`src/rtl/msu_multi_stream.sv`:
```
// msu_multi_stream: round-robin sector reader that feeds NUM_CH MSU stream FIFOs from one HPS sd_* port.
// Rev 1.0
`default_nettype none

module msu_multi_stream #(
  parameter int NUM_CH          = 2,
  parameter int LBA_W           = 32,
  parameter int LEVEL_W         = 16,
  parameter int FIFO_WORDS      = 16128,
  parameter int SECTOR_WORDS    = 256,
  parameter int PREFILL_SECTORS = 32
) (
  input  logic                       clk,
  input  logic                       reset,
  input  logic [NUM_CH-1:0]          seek,
  input  logic [NUM_CH*LBA_W-1:0]    seek_lba,
  input  logic [NUM_CH-1:0]          hps_seek_done,
  input  logic [NUM_CH*LEVEL_W-1:0]  fifo_usedw,
  input  logic                       sd_buff_wr,
  input  logic [NUM_CH-1:0]          sd_ack,
  output logic [NUM_CH-1:0]          sd_rd,
  output logic [LBA_W-1:0]           sd_lba,
  output logic [NUM_CH-1:0]          hps_seek_pulse,
  output logic [NUM_CH-1:0]          fifo_clear,
  output logic [NUM_CH-1:0]          fifo_wr,
  output logic [NUM_CH-1:0]          fifo_busy,
  output logic [NUM_CH-1:0]          seek_finished,
  output logic [NUM_CH-1:0]          busy,
  output logic [NUM_CH-1:0]          short_sector
);

  localparam int CH_W = (NUM_CH > 1) ? $clog2(NUM_CH) : 1;
  localparam int PF_W = $clog2(PREFILL_SECTORS + 1);
  localparam int WC_W = $clog2(SECTOR_WORDS + 1) + 1;

  localparam logic [LEVEL_W:0] c_SECTOR_LVL = (LEVEL_W+1)'(SECTOR_WORDS);
  localparam logic [LEVEL_W:0] c_FIFO_LVL   = (LEVEL_W+1)'(FIFO_WORDS);
  localparam logic [PF_W-1:0]  c_PREFILL    = PF_W'(PREFILL_SECTORS);
  localparam logic [WC_W-1:0]  c_SECTOR_CNT = WC_W'(SECTOR_WORDS);
  localparam logic [CH_W-1:0]  c_LAST_CH    = CH_W'(NUM_CH - 1);
  localparam logic [CH_W:0]    c_NUM_CH     = (CH_W+1)'(NUM_CH);

  localparam logic [2:0] c_IDLE     = 3'd0;
  localparam logic [2:0] c_REQ      = 3'd1;
  localparam logic [2:0] c_WAIT_ACK = 3'd2;
  localparam logic [2:0] c_XFER     = 3'd3;
  localparam logic [2:0] c_DONE     = 3'd4;

  logic [NUM_CH-1:0] r_seek_d, r_done_d, r_running;
  logic [NUM_CH-1:0] w_seek_edge, w_done_rise, w_elig, w_cur_oh;
  logic [LBA_W-1:0]  r_next_lba [NUM_CH];
  logic [PF_W-1:0]   r_prefill  [NUM_CH];
  logic [2:0]        r_state;
  logic [CH_W-1:0]   r_cur, r_ptr, w_pick;
  logic [CH_W:0]     w_idx;
  logic              w_found, r_stale;
  logic [WC_W-1:0]   r_words;

  assign w_seek_edge = seek & ~r_seek_d;
  assign w_done_rise = hps_seek_done & ~r_done_d;
  assign w_cur_oh    = NUM_CH'(1) << r_cur;
  assign busy        = fifo_busy | ~seek_finished;

  // Widened by one bit so a near-full level plus one sector cannot wrap.
  generate
    for (genvar c = 0; c < NUM_CH; c++) begin : g_elig
      assign w_elig[c] = r_running[c] &&
        (({1'b0, fifo_usedw[c*LEVEL_W +: LEVEL_W]} + c_SECTOR_LVL) <= c_FIFO_LVL);
    end
  endgenerate

  always_comb begin
    w_found = 1'b0;
    w_pick  = '0;
    w_idx   = '0;
    for (int i = 0; i < NUM_CH; i++) begin
      w_idx = {1'b0, r_ptr} + (CH_W+1)'(i);
      if (w_idx >= c_NUM_CH) w_idx = w_idx - c_NUM_CH;
      if (!w_found && w_elig[w_idx[CH_W-1:0]]) begin
        w_found = 1'b1;
        w_pick  = w_idx[CH_W-1:0];
      end
    end
  end

  // A seek arriving in the same cycle as a word already suppresses that word.
  always_comb begin
    fifo_wr = '0;
    if (r_state == c_XFER && !r_stale && !w_seek_edge[r_cur] && sd_buff_wr && sd_ack[r_cur])
      fifo_wr = w_cur_oh;
  end

  always_ff @(posedge clk or posedge reset) begin
    if (reset) begin
      r_seek_d       <= '0;
      r_done_d       <= '0;
      r_running      <= '0;
      hps_seek_pulse <= '0;
      fifo_clear     <= '0;
      fifo_busy      <= '0;
      seek_finished  <= '1;
      short_sector   <= '0;
      for (int c = 0; c < NUM_CH; c++) begin
        r_next_lba[c] <= '0;
        r_prefill[c]  <= '0;
      end
      r_state <= c_IDLE;
      r_cur   <= '0;
      r_ptr   <= '0;
      r_stale <= 1'b0;
      r_words <= '0;
      sd_rd   <= '0;
      sd_lba  <= '0;
    end else begin
      r_seek_d       <= seek;
      r_done_d       <= hps_seek_done;
      hps_seek_pulse <= w_seek_edge;
      fifo_clear     <= w_seek_edge;

      case (r_state)
        c_IDLE: begin
          if (w_found) begin
            r_cur   <= w_pick;
            sd_lba  <= r_next_lba[w_pick];
            r_stale <= w_seek_edge[w_pick];
            r_state <= c_REQ;
          end
        end
        c_REQ: begin
          sd_rd <= w_cur_oh;
          if (w_seek_edge[r_cur]) r_stale <= 1'b1;
          r_state <= c_WAIT_ACK;
        end
        c_WAIT_ACK: begin
          if (w_seek_edge[r_cur]) r_stale <= 1'b1;
          if (sd_ack[r_cur]) begin
            sd_rd   <= '0;
            r_words <= '0;
            r_state <= c_XFER;
          end
        end
        c_XFER: begin
          if (w_seek_edge[r_cur]) r_stale <= 1'b1;
          if (sd_ack[r_cur] && sd_buff_wr && r_words != '1)
            r_words <= r_words + 1'b1;
          if (!sd_ack[r_cur]) r_state <= c_DONE;
        end
        c_DONE: begin
          if (!r_stale) begin
            r_next_lba[r_cur] <= r_next_lba[r_cur] + 1'b1;
            if (r_prefill[r_cur] < c_PREFILL) begin
              r_prefill[r_cur] <= r_prefill[r_cur] + 1'b1;
              if (r_prefill[r_cur] == c_PREFILL - 1'b1) fifo_busy[r_cur] <= 1'b0;
            end
            if (r_words != c_SECTOR_CNT) short_sector[r_cur] <= 1'b1;
          end
          r_ptr   <= (r_cur == c_LAST_CH) ? '0 : r_cur + 1'b1;
          r_state <= c_IDLE;
        end
        default: r_state <= c_IDLE;
      endcase

      // Placed after the arbiter so a seek overrides a same-cycle DONE update.
      for (int c = 0; c < NUM_CH; c++) begin
        if (w_done_rise[c]) seek_finished[c] <= 1'b1;
        if (w_seek_edge[c]) begin
          r_next_lba[c]    <= seek_lba[c*LBA_W +: LBA_W];
          r_prefill[c]     <= '0;
          fifo_busy[c]     <= 1'b1;
          seek_finished[c] <= 1'b0;
          short_sector[c]  <= 1'b0;
          r_running[c]     <= 1'b1;
        end
      end
    end
  end

endmodule

`default_nettype wire

```
`config.mk`:
```
export PLATFORM = sky130hd
export DESIGN_NAME = msu_multi_stream
export DESIGN_NICKNAME = d
export VERILOG_FILES = /design/src/rtl/msu_multi_stream.sv
export SDC_FILE = /design/constraint.sdc
export NUM_CORES = 1
export LEC_CHECK = 0
export CAP_MARGIN = 10
export CELL_PAD_IN_SITES_DETAIL_PLACEMENT = 0
export CELL_PAD_IN_SITES_GLOBAL_PLACEMENT = 1
export CORE_MARGIN = 4
export CORE_UTILIZATION = 43
export DETAILED_ROUTE_END_ITERATION = 6
export PLACE_DENSITY = 0.88
export REMOVE_ABC_BUFFERS = 1
export SYNTH_ARGS = -nofsm -noshare
export SYNTH_HDL_FRONTEND = slang
export SYNTH_SLANG_ARGS = --single-unit
```
`constraint.sdc`:
```
create_clock -name clk -period 8.95 [get_ports clk]
set_input_delay 2.685 -clock clk [delete_from_list [all_inputs] [get_ports clk]]
set_output_delay 2.685 -clock clk [all_outputs]
set_load 0.02 [all_outputs]
```
==> flow_summary.json, run 1 <==
{
  "outcome": "completed",
  "gp_congestion": 0.844,
  "r2r-start": "r_cur",
  "min_from": "r_running[0]",
  "setup_tns_ps": 0,
  "holdBufCountCts": 0,
  "powerDensity_nw_per_um2": 246,
  "worstPathRequired_ps": 6270,
  "diodes": 0,
  "die_area_um2": 20500,
  "drc": 0,
  "drive_above_1_share": 0.0779,
  "insertion_delay_ps": 420,
  "final_common_cell": "clkdlybuf4s50_1",
  "max_slew_margin": 0.242,
  "p_total_mw": 2.48,
  "maxCapViolCount": 0,
  "drv_slew": 0,
  "synth_edf_count": 0,
  "holdPathEnd": "r_running[0]",
  "seq_area_frac_synth": 0.446,
  "fillers": 1655,
  "grt_pass1_wl_um": 37900,
  "ys_ff_latch": 140,
  "cts_setup_buffers": 0,
  "cts.sinks": 140,
  "worstMarginPinSlew_ps": 1140,
  "cts_max_level": 4,
  "worstSetupStartpointType": "input pin",
  "nets": 1114,
  "syn-cell-area_um2": 7870,
  "dieWidth_um": 143,
  "io_pins": 153,
  "synth_top_family_by_area": "simple AND/OR/NAND/NOR gates",
  "grt_use_total": 0.237,
  "ys_async_sr_fraction": 1.00,
  "use_met1": 0.320,
  "rsz0062_at_grt": "no",
  "place_ws_ps": 1570,
  "postRouteAntennaNets": 0,
  "endpoint_kind": "output port",
  "cts_buffer_depth": 2,
  "finalWirelength_um": 24300,
  "layout.cells.non_filler": 1243,
  "reg2reg_slack_ps": 5670,
  "synthAdderAreaFrac": 0.0127,
  "fin_crit_ps": 7380,
  "synth_xor_area_frac": 0.0813,
  "cts_buffers": 17,
  "grt_start_max_net_pins": 101,
  "drt_iter0_drc": 585,
  "via_count": 7228,
  "use_met3": 0.0569,
  "synthDistinctLibCells": 64,
  "reg2reg_to": "r_next_lba[24]",
  "criticalPathCategory": "in -> out",
  "dp.cells": 1211,
  "multiInputGateArea_um2": 3970,
  "worstPathMaxFanout": 2,
  "wl_per_cell_um": 19.5,
  "ys.flop_type": "dfrtp_1",
  "crit_arrival_ps": 4700,
  "grt_pass1_vias": 7229,
  "fin_ws_ps": 1570,
  "power_leakage_nw": 3.86,
  "finClkSkew_ps": 13.5,
  "min_path_type": "reg -> reg",
  "antenna_found_initial": 0,
  "synth_warnings": 0,
  "rows": 49,
  "reg2reg_depth": 7,
  "fmax_mhz": 135,
  "fin_util": 0.560,
  "hold_viol": 0,
  "register_area_um2": 3510,
  "period_share": 0.825,
  "io_buffer_count": 152,
  "synth_compound_area_frac": 0.163,
  "cts_resized": 0,
  "start_util": 0.438,
  "setup_violations": 0,
  "coreArea_um2": 18000,
  "holdPathStages": 1,
  "use_met2": 0.382,
  "synth.mux.area_fraction": 0.0242,
  "vias_per_cell": 5.81,
  "final_cell_mix": "152 x clkdlybuf4s50_1, 137 x dfrtp_1, 107 x nand2_1",
  "cts_tree": "built",
  "cts_root_buffer": "clkbuf_16",
  "synth_simple_gate_area_frac": 0.222,
  "overflow": 0,
  "first_pass_iters": 5,
  "grt-busiest-layer": "met2",
  "die_h_um": 143,
  "hpwl_um": 15300,
  "clk_pin_slew_ps": 60,
  "vdd_ir_drop_max_mv": 0.244,
  "area_growth_syn_to_layout_pct": 28.0,
  "syn_inst": 884,
  "syn_avg_cell_area_um2": 8.90
}
[how the worst max path moves through the flow]
stage	from	endpoint
2_1_floorplan	seek[0]	fifo_wr[0]
6_report	sd_ack[0]	fifo_wr[0]
3_5_place_dp	sd_ack[1]	fifo_wr[0]
5_1_grt	sd_ack[0]	fifo_wr[0]
4_1_cts	sd_ack[1]	fifo_wr[0]
3_3_place_gp	sd_ack[1]	fifo_wr[0]
[flip-flops by register name, indices dropped and copies added, names as in the netlist]
signal,count
fifo_busy,2
fifo_clear,2
r_cur,1
r_done_d,2
r_next_lba,64
r_prefill,12
r_ptr,1
r_running,2
r_seek_d,2
r_stale,1
r_state,3
r_words,10
sd_lba,32
sd_rd,2
seek_finished,2
short_sector,2
[area by class of cell]
cell class	instances	share of cell area
clock inverter	13	0.0162
timing repair buffer	164	0.160
inverter	21	0.00833
multi-input combinational	657	0.394
clock buffer	19	0.0440
tap	229	0.0285
sequential	140	0.349
[metal layers]
metal  routed length [um]  up-vias
li1                     -     3373
met1                10600     3538
met2                11400      294
met3                 1920       23
met4                  322        0
met5                    0        -
[logic make-up (layout without fill, tap and decap cells)]
group	Yosys count	after routing
multiplexers	18	18
XOR/XNOR	73	73
AO/OA/AOI/OAI	219	219
buffers and inverters	87	217
adder cells (fa/ha/maj)	8	8
flip-flops	140	140
AND/OR/NAND/NOR	339	339
[where the power goes]
part / internal (mW) / switching [mW]
Combinational: 0.360 / 0.482
Sequential: 0.771 / 0.133
Clock: 0.447 / 0.286
[per-stage QoR]
step / hold WS [ps] / area (um2)
5_1_grt: 488 / 10100
2_1_floorplan: 426 / 7540
3_3_place_gp: 464 / 9460
3_5_place_dp: 462 / 9460
6_report: 477 / 10100
4_1_cts: 477 / 10100
[Yosys cell counts (all sizes together) (2+ instances only)]
library cell,count,area share
dfrtp,138,0.44
nand2,107,0.051
o21ai,98,0.062
a31oi,69,0.055
nand3,64,0.043
nor2,62,0.031
xnor2,52,0.058
clkbuf,43,0.021
a21oi,31,0.020
nor3,29,0.019
buf,23,0.020
xor2,21,0.023
inv,20,0.0095
nand4,16,0.017
nor4,15,0.014
mux2i,10,0.013
and3,9,0.0072
ha,8,0.013
mux2,8,0.011
nand2b,8,0.0064
nand3b,6,0.0089
nor2b,5,0.0040
a22oi,4,0.0080
and2,3,0.0024
o31ai,3,0.0029
or3,3,0.0024
a22o,2,0.0022
and4,2,0.0022
and4b,2,0.0025
dfstp,2,0.0067
o21a,2,0.0019
o22ai,2,0.0024
or4,2,0.0019
or4b,2,0.0025
[worst max-delay path: stages]
cell             delay, ps
clkdlybuf4s50_1        480
mux2i_1                 80
or4b_2                 650
nor3_1                 170
clkdlybuf4s50_1        630
(Power assumes the default switching activity.)
==> run 2, diff against run 1 <==
--- a/config.mk
+++ b/config.mk
@@ -9,9 +9,9 @@
 export CELL_PAD_IN_SITES_DETAIL_PLACEMENT = 0
 export CELL_PAD_IN_SITES_GLOBAL_PLACEMENT = 1
 export CORE_MARGIN = 4
-export CORE_UTILIZATION = 43
+export CORE_UTILIZATION = 36
 export DETAILED_ROUTE_END_ITERATION = 6
-export PLACE_DENSITY = 0.88
+export PLACE_DENSITY = 0.79
 export REMOVE_ABC_BUFFERS = 1
 export SYNTH_ARGS = -nofsm -noshare
 export SYNTH_HDL_FRONTEND = slang
==> constraint.sdc (replaced) <==
create_clock -name clk -period 6.37 [get_ports clk]
set_input_delay 1.911 -clock clk [delete_from_list [all_inputs] [get_ports clk]]
set_output_delay 1.911 -clock clk [all_outputs]
set_load 0.02 [all_outputs]
==> run 2 against run 1 <==
Compared with the run above:
- clock power grew 31%
- sequential share of layout area shrank 0.12 points
- non-clock buffer count grew 3
- first-iteration DRC count grew 0.17%
- clock skew shrank 2.1 ps
- sequential power grew 40%
- utilization shrank 8.6 points
==> flow_summary.json, run 2 (synthesized netlist as in run 1, its figures left out) <==
{
  "outcome": "completed",
  "dp.cells": 1260,
  "diodes": 0,
  "overflow": 0,
  "fin_crit_ps": 5830,
  "nets": 1117,
  "critPathSlowestCell": "or4b_2",
  "final_common_cell": "clkdlybuf4s50_1",
  "start_util": 0.369,
  "gp_congestion": 0.840,
  "setup_tns_ps": 0,
  "drt_iter0_drc": 586,
  "dieWidth_um": 156,
  "worstSetupStartpointType": "input pin",
  "fillers": 2066,
  "insertion_delay_ps": 430,
  "grt_pass1_vias": 7115,
  "holdBufCountCts": 0,
  "drc": 0,
  "cts_setup_buffers": 0,
  "io_pins": 153,
  "finalWirelength_um": 25100,
  "postRouteAntennaNets": 0,
  "hpwl_um": 16400,
  "io_buffer_count": 152,
  "rsz0062_at_grt": "no",
  "final_cell_mix": "152 x clkdlybuf4s50_1, 137 x dfrtp_1, 107 x nand2_1",
  "drive_above_1_share": 0.0806,
  "power_leakage_nw": 3.86,
  "powerDensity_nw_per_um2": 338,
  "worstMarginPinSlew_ps": 1010,
  "vias_per_cell": 5.53,
  "wl_per_cell_um": 19.4,
  "critPathTopFamily": "buffers and inverters",
  "via_count": 7149,
  "grt_use_total": 0.208,
  "largest_registers": "r_next_lba (64), sd_lba (32), r_prefill (12)",
  "worstPathMaxFanout": 2,
  "crit_arrival_ps": 3920,
  "period_share": 0.915,
  "largest_reg_flops": 64,
  "grt_pass1_wl_um": 39700,
  "crit_buf_inv": 2,
  "drv_slew": 0,
  "area_growth_syn_to_layout_pct": 28.4,
  "hold_viol": 0,
  "cp_cell_sequence": "clkdlybuf4s50_1 > mux2i_1 > or4b_2 > nor3_1 > clkdlybuf4s50_1",
  "holdPathStages": 1,
  "coreArea_um2": 21300,
  "reg2reg_depth": 7,
  "largest-register": "r_next_lba",
  "cp.depth": 5,
  "clk_pin_slew_ps": 60,
  "finClkSkew_ps": 11.4,
  "cts_root_buffer": "clkbuf_16",
  "min_path_type": "reg -> reg",
  "max_slew_margin": 0.326,
  "worstPathRequired_ps": 4460,
  "fmax_mhz": 172,
  "cts_tree": "built",
  "die_area_um2": 24300,
  "criticalPathCategory": "in -> out",
  "worst_path_most_repeated_cell": "clkdlybuf4s50_1",
  "rows": 53,
  "antenna_found_initial": 0,
  "cts_buffer_depth": 2,
  "endpoint_kind": "output port",
  "cts.sinks": 140,
  "first_pass_iters": 5,
  "fin_hold_ws_ps": 463,
  "vdd_ir_drop_max_mv": 0.159,
  "fin_util": 0.474,
  "grt_start_max_net_pins": 75,
  "max_stage_delay_ps": 660,
  "setup_violations": 0,
  "die_h_um": 156,
  "cts_resized": 0,
  "maxCapViolCount": 0,
  "cts_max_level": 4,
  "cts_buffers": 17,
  "layout.cells.non_filler": 1292
}
[run 2: per-stage QoR]
stage | instance area (um2) | power (mW) | setup WS [ps]
after floorplan | 7540 | 1.90 | 709
after global placement | 9540 | 2.45 | 562
after detailed placement | 9540 | 2.46 | 538
after CTS | 10100 | 3.43 | 527
after global routing | 10100 | 3.59 | 438
final | 10100 | 3.41 | 539
[run 2: cell type report]
class                   count  area, um2  share of cell area
clock inverters            12        111              0.0110
well taps                 275        344              0.0341
flip-flops and latches    140       3510               0.347
multi-input cells         657       3970               0.393
inverters                  21       83.8             0.00830
clock buffers              20        447              0.0442
repair buffers            167       1630               0.162
[run 2: worst paths after layout]
check,start,to,slack (ps)
setup / recovery,sd_ack[1],fifo_wr[0],540
hold / removal,r_running[1],r_running[1],460
setup reg to reg,r_cur,r_next_lba[20],3210
hold reg to reg,r_running[1],r_running[1],460
max in group asynchronous,reset,r_cur,3330
min in group asynchronous,reset,fifo_clear[0],1980
[run 2: per-layer routing]
metal	share of wire	wire length, um	vias up	global-route usage
met3	0.080	2000	21	0.0485
li1	-	-	3374	-
met2	0.46	11600	286	0.324
met1	0.45	11300	3468	0.296
met5	0	0	-	0
met4	0.011	274	0	0.0459
[run 2: report_power, final]
part,internal (mW),total [mW],leakage (nW),switching (mW)
clock network,0.551,0.958,0.268,0.408
logic,0.507,1.18,1.90,0.678
registers,1.08,1.27,1.69,0.186
total,2.14,3.41,3.86,1.27
==> run 3, diff against run 2 <==
--- a/config.mk
+++ b/config.mk
@@ -10,6 +10,8 @@
 export CELL_PAD_IN_SITES_GLOBAL_PLACEMENT = 1
 export CORE_MARGIN = 4
 export CORE_UTILIZATION = 36
+export CTS_CLUSTER_DIAMETER = 200
+export CTS_CLUSTER_SIZE = 40
 export DETAILED_ROUTE_END_ITERATION = 6
 export PLACE_DENSITY = 0.79
 export REMOVE_ABC_BUFFERS = 1
==> results of run 3 <==
Final layout, timing and power as in run 2 (identical DEF).
